==> config.mk <==
export PLATFORM = sky130hd
export DESIGN_NAME = block_match_scheduler
export DESIGN_NICKNAME = d
export VERILOG_FILES = /design/src/rtl/block_match_scheduler.sv
export SDC_FILE = /design/constraint.sdc
export NUM_CORES = 1
export LEC_CHECK = 0
export BUFFER_PORTS_ARGS = -buffer_cell sky130_fd_sc_hd__clkbuf_2
export CAP_MARGIN = 20
export CORE_ASPECT_RATIO = 2
export CORE_MARGIN = 10
export CORE_UTILIZATION = 35
export DETAILED_ROUTE_END_ITERATION = 7
export PLACE_DENSITY_LB_ADDON = 0.25
export SLEW_MARGIN = 20
export SYNTH_ARGS = -nofsm -noshare
export SYNTH_HDL_FRONTEND = slang
export SYNTH_SLANG_ARGS = --single-unit
==> constraint.sdc <==
create_clock -name clk -period 3.65 [get_ports clk]
set_input_delay 0.1825 -clock clk [delete_from_list [all_inputs] [get_ports clk]]
set_output_delay 0.1825 -clock clk [all_outputs]
set_load 0.1 [all_outputs]
==> src/rtl/block_match_scheduler.sv <==
`default_nettype none
// ============================================================================
// Module      : block_match_scheduler
// Description : Walks the 16x16 blocks of one image third in raster order,
//               requests each from the compare engine and issues paced
//               xors_valid pulses towards the stream serializer.
// Revision    : 1.0 - initial release
// ============================================================================
module block_match_scheduler #(
    parameter int THIRD_WIDTH     = 240,
    parameter int THIRD_HEIGHT    = 480,
    parameter int BLK_W           = 16,
    parameter int BLK_H           = 16,
    parameter int DECIMATE_FACTOR = 2
) (
    input  logic       clk,
    input  logic       reset,
    input  logic       frame_start,
    output logic       blk_req,
    output logic [3:0] blk_x,
    output logic [4:0] blk_y,
    input  logic       blk_ack,
    input  logic       result_valid,
    input  logic       stream_ready,
    output logic       xors_valid,
    output logic       result_taken,
    output logic [8:0] blk_index,
    output logic       frame_busy,
    output logic       frame_done,
    output logic       frame_overrun,
    output logic       proto_err
);

    localparam int c_blk_cols = THIRD_WIDTH / BLK_W;
    localparam int c_blk_rows = THIRD_HEIGHT / BLK_H;
    localparam int c_min_gap  = BLK_W * BLK_H / DECIMATE_FACTOR;
    localparam int c_gap_w    = $clog2(c_min_gap);

    localparam logic [c_gap_w-1:0] c_gap_reload = c_gap_w'(c_min_gap - 1);
    localparam logic [3:0]         c_last_x     = 4'(c_blk_cols - 1);
    localparam logic [4:0]         c_last_y     = 5'(c_blk_rows - 1);

    localparam logic [1:0] c_IDLE     = 2'd0;
    localparam logic [1:0] c_REQ      = 2'd1;
    localparam logic [1:0] c_WAIT_RES = 2'd2;
    localparam logic [1:0] c_DONE     = 2'd3;

    logic [1:0]         r_state;
    logic [1:0]         w_next_state;
    logic [3:0]         r_x;
    logic [3:0]         w_next_x;
    logic [4:0]         r_y;
    logic [4:0]         w_next_y;
    logic [c_gap_w-1:0] r_gap;
    logic               r_blk_req;
    logic               r_xors_valid;
    logic [8:0]         r_blk_index;
    logic               r_frame_busy;
    logic               r_frame_done;
    logic               r_frame_overrun;
    logic               r_proto_err;

    logic               w_gap_done;
    logic               w_last;
    logic               w_issue;
    logic [8:0]         w_idx;

    assign w_gap_done = (r_gap == '0);
    assign w_last     = (r_x == c_last_x) && (r_y == c_last_y);
    assign w_issue    = (r_state == c_WAIT_RES) && !r_xors_valid &&
                        result_valid && stream_ready && w_gap_done;
    assign w_idx      = 9'(int'(r_y) * c_blk_cols + int'(r_x));

    // The last block stays in WAIT_RES for its issue cycle so that DONE
    // coincides with the frame_done pulse.
    always_comb begin
        w_next_state = r_state;
        w_next_x     = r_x;
        w_next_y     = r_y;
        case (r_state)
            c_IDLE: begin
                if (frame_start) begin
                    w_next_state = c_REQ;
                    w_next_x     = 4'd0;
                    w_next_y     = 5'd0;
                end
            end
            c_REQ: begin
                if (blk_ack) begin
                    w_next_state = c_WAIT_RES;
                end
            end
            c_WAIT_RES: begin
                if (r_xors_valid) begin
                    w_next_state = c_DONE;
                end else if (w_issue && !w_last) begin
                    w_next_state = c_REQ;
                    if (r_x == c_last_x) begin
                        w_next_x = 4'd0;
                        w_next_y = r_y + 5'd1;
                    end else begin
                        w_next_x = r_x + 4'd1;
                    end
                end
            end
            c_DONE: begin
                w_next_state = c_IDLE;
            end
            default: begin
                w_next_state = c_IDLE;
            end
        endcase
    end

    always_ff @(posedge clk) begin
        if (reset) begin
            r_state         <= c_IDLE;
            r_x             <= 4'd0;
            r_y             <= 5'd0;
            r_gap           <= '0;
            r_blk_req       <= 1'b0;
            r_xors_valid    <= 1'b0;
            r_blk_index     <= 9'd0;
            r_frame_busy    <= 1'b0;
            r_frame_done    <= 1'b0;
            r_frame_overrun <= 1'b0;
            r_proto_err     <= 1'b0;
        end else begin
            r_state      <= w_next_state;
            r_x          <= w_next_x;
            r_y          <= w_next_y;
            r_blk_req    <= (w_next_state == c_REQ);
            r_xors_valid <= w_issue;
            r_frame_busy <= (w_next_state == c_REQ) || (w_next_state == c_WAIT_RES);
            r_frame_done <= (w_next_state == c_DONE);
            if (w_issue) begin
                r_blk_index <= w_idx;
                r_gap       <= c_gap_reload;
            end else if (!w_gap_done) begin
                r_gap <= r_gap - 1'b1;
            end
            if (frame_start && (r_state != c_IDLE)) begin
                r_frame_overrun <= 1'b1;
            end
            // The engine legitimately still holds result_valid in the cycle
            // where result_taken is high.
            if (result_valid && (r_state != c_WAIT_RES) && !r_xors_valid) begin
                r_proto_err <= 1'b1;
            end
        end
    end

    assign blk_req       = r_blk_req;
    assign blk_x         = r_x;
    assign blk_y         = r_y;
    assign xors_valid    = r_xors_valid;
    assign result_taken  = r_xors_valid;
    assign blk_index     = r_blk_index;
    assign frame_busy    = r_frame_busy;
    assign frame_done    = r_frame_done;
    assign frame_overrun = r_frame_overrun;
    assign proto_err     = r_proto_err;

endmodule
`default_nettype wire

==> summary.md <==
| Metric | Value |
|---|---|
| I/O pins | `31` |
| Async S/R FF share, synth | `0%` |
| Mapped Avg Cell Area | `8.90 um^2` |
| Die W | `76.5 um` |
| Lkg Pwr | `1.25 nW` |
| Hold Crit Class | `in -> reg` |
| Core Util, Final | `41.9%` |
| Detailed-route via count | `1939` |
| Most used routing layer | `met2` |
| Crit path capture type | `flop` |
| DP Worst Slack | `175 ps` |
| Ratio of cells with drive above 1 in the final layout | `17.7%` |
| WL final | `5.72 mm` |
| Tmin final | `3470 ps` |
| Final ANT Viol Nets | `0` |
| Synth unique cells | `47` |
| Multi-input combinational cell area | `0.00146 mm^2` |
| Int Power | `0.770 mW` |
| Syn nets | `295` |
| Slew headroom | `38.9%` |
| Reg clk slew, reported paths | `50 ps` |
| Die ar. | `0.0102 mm^2` |
| Simple logic cell fraction of the synthesized area | `20.7%` |
| Clock skew | `5.47 ps` |
| Initial core utilization | `35.7%` |
| Clk pwr share | `34.1%` |
| Port Buffers | `30` |
| Critical path class | `reg -> reg` |
| Max Root-Sink Buffers | `2` |
| Worst slew pin tran | `894 ps` |
| Core area | `0.00626 mm^2` |
| Final Max Tran Viols | `0` |
| Vias in the first global route | `1948` |
| Max cap viols | `0` |
| Largest net degree at the start of global routing | `32` |
| Area Overhead vs Synth | `17.4%` |
| Setup violations, final | `0` |
| Startpoint types | `flop` |
| CP arrival | `3640 ps` |
| RSZ-0062 raised after global routing | `false` |
| DRC viols | `0` |
| First-pass GRT wire length | `9.69 mm` |
| Die Ht | `133 um` |
| Sequential Area | `668 um^2` |
| Seq cells post-synth | `33` |
| Number of H-tree levels | `2` |
| Initial antenna violation count | `0` |
| Outcome | `complete, no violations` |
| Switching share of power | `36.5%` |
| Cts hold-fix bufs | `0` |
| Power per cell area | `462 mW/mm^2` |
| Synthesized cell area | `0.00223 mm^2` |
| Clk sinks | `33` |
| Postcts setup bufs | `0` |
| Flop pwr share | `37.3%` |
| GPL Wtd Cong | `0.836` |
| Psw | `0.442 mW` |
| GR met2 Demand/Resource | `22.4%` |
| Fill count | `672` |
| Worst path required time | `3820 ps` |
| TritonCTS clock tree | `yes` |
| Largest family of logic cells by synthesized area | `adder cells` |
| Most common cell after layout, fill and taps aside | `ha_1` |
| Final setup margin | `176 ps` |
| TritonCTS Buffers | `5` |
| Grt ovf | `0` |
| Met1 Use GR | `11.3%` |
| Post-synth EDFFs | `0` |
| First-pass iteration count of the detailed router | `4` |
| Wire per inst | `15.5 um` |
| Syn. warnings | `0` |
| Most frequent cells in the layout | `ha_1, clkbuf_2, dfxtp_1` |
| Post-route setup TNS | `0 ps` |
| # diodes | `0` |
| Post-CTS sizing | `0` |
| Worst VDD drop | `0.266 mV` |
| XOR/XNOR Fraction of Synth Area | `2.35%` |
| Global Route met3 Usage | `2.78%` |
| DRT iter0 DRCs | `101` |
| Synth Area in Compound Gates | `18.0%` |
| Gate power share | `28.5%` |
| Via density | `5.25` |
| Overall Global Routing Usage | `11.9%` |
| Final nets | `326` |
| Final Cycle Share | `95.2%` |
| Clock latency on the worst-skew pair | `290 ps` |
| Row count | `41` |
| Worst Setup SP | `blk_y[0]` |
| Multiplexer area fraction after synthesis | `0.504%` |
| Synthesized-area fraction occupied by adder cells | `23.6%` |
| Final hold vios | `0` |
| Syn Inst Count | `251` |
| Post-DP HPWL | `4.54 mm` |
| CTS Root Cell | `clkbuf_16` |
| RR Startpoint | `blk_y[0]` |
| Max Fclk | `288 MHz` |
| Crit-path max FO | `9` |
| Sequential area share after synthesis | `29.6%` |
| HP Start | `result_valid` |
| Ys flop type | `dfxtp_1` |
-- cell usage after synthesis (2+ instances only) --
cell       number  share of area, %
o31a_1          2              0.78
nand2_1        15               2.5
a311o_1         2              0.90
and2_1          2              0.56
a211oi_1       10               3.4
nor2b_1         7               2.0
o21a_1          5               1.7
a2111oi_0       2              0.78
a211o_1         2              0.78
a21o_1          4               1.3
a311oi_1        3               1.2
and3_1          3              0.84
nor3_1         11               2.5
nand4_1         3              0.84
nand3_1         6               1.3
o211ai_1        2              0.67
o21ai_0         6               1.3
o31ai_1         2              0.67
xor2_1          2              0.78
clkbuf_1        6               1.0
a21oi_1        12               2.7
dfxtp_1        33                30
nor2_1         25               4.2
inv_1          22               3.7
ha_1           31                17
or2_2           2              0.56
xnor2_1         4               1.6
or3_1           2              0.56
fa_1            7               6.3
-- final timing paths --
kind,cells past startpoint,slack [ps],end
max,12,180,blk_index[7]
min,3,170,proto_err
max reg2reg,12,180,blk_index[7]
min reg2reg,2,450,blk_index[0]
-- power by group through the flow --
stage | logic [mW] | clock network [mW] | registers [mW]
after CTS | 0.350 | 0.426 | 0.452
after floorplan | 0.222 | 0 | 0.512
after global placement | 0.343 | 0 | 0.457
after detailed placement | 0.348 | 0 | 0.460
after global routing | 0.398 | 0.440 | 0.459
final | 0.346 | 0.414 | 0.452
-- stage by stage --
| stage | power, mW | hold WS (ps) | area (um^2) | std cells |
|---|---|---|---|---|
| finish | 1.21 | 171 | 2620 | 369 |
| CTS | 1.23 | 163 | 2620 | 369 |
| global placement | 0.799 | 441 | 2480 | 361 |
| detailed placement | 0.808 | 450 | 2480 | 361 |
| global route | 1.30 | 215 | 2620 | 369 |
| floorplan | 0.734 | 323 | 2240 | 251 |
-- worst max-delay path, stage by stage, from the launching register on --
cell	delay (ps)
dfxtp_2	370
fa_1	540
xor2_1	180
ha_1	290
inv_1	50
fa_1	470
inv_1	40
ha_1	320
nor2b_1	170
o31a_1	250
o21ai_0	220
a2111oi_0	140
a311o_1	330
-- per-layer routing --
metal  routed length (um)  up-vias
li1                     -      963
met1                 2150      941
met2                 3260       28
met3                  184        7
met4                  125        0
met5                    0        -
-- cell type report --
type                       instances  share of cell area (%)
tap                               86                    4.10
clock buffer                       5                    4.77
multi-input combinational        188                    55.6
inverter                          22                    3.15
clock inverter                     3                   0.620
sequential                        33                    25.5
timing repair buffer              32                    6.30
-- registers in the layout, indices dropped and copies added, names as in the netlist --
register       flops
r_gap              7
blk_req            1
proto_err          1
frame_done         1
blk_y              5
frame_busy         1
blk_index          9
result_taken       1
blk_x              4
frame_overrun      1
r_state            2
-- cell families (layout without fill, tap and decap cells) --
family          after synthesis  count (layout)
simple gates                 86              86
buf+inv                      30              62
flops                        33              33
mux                           1               1
xor+xnor                      6               6
compound gates               57              57
fa+ha+maj                    38              38
Note: power is estimated with default switching activity, not from simulation.
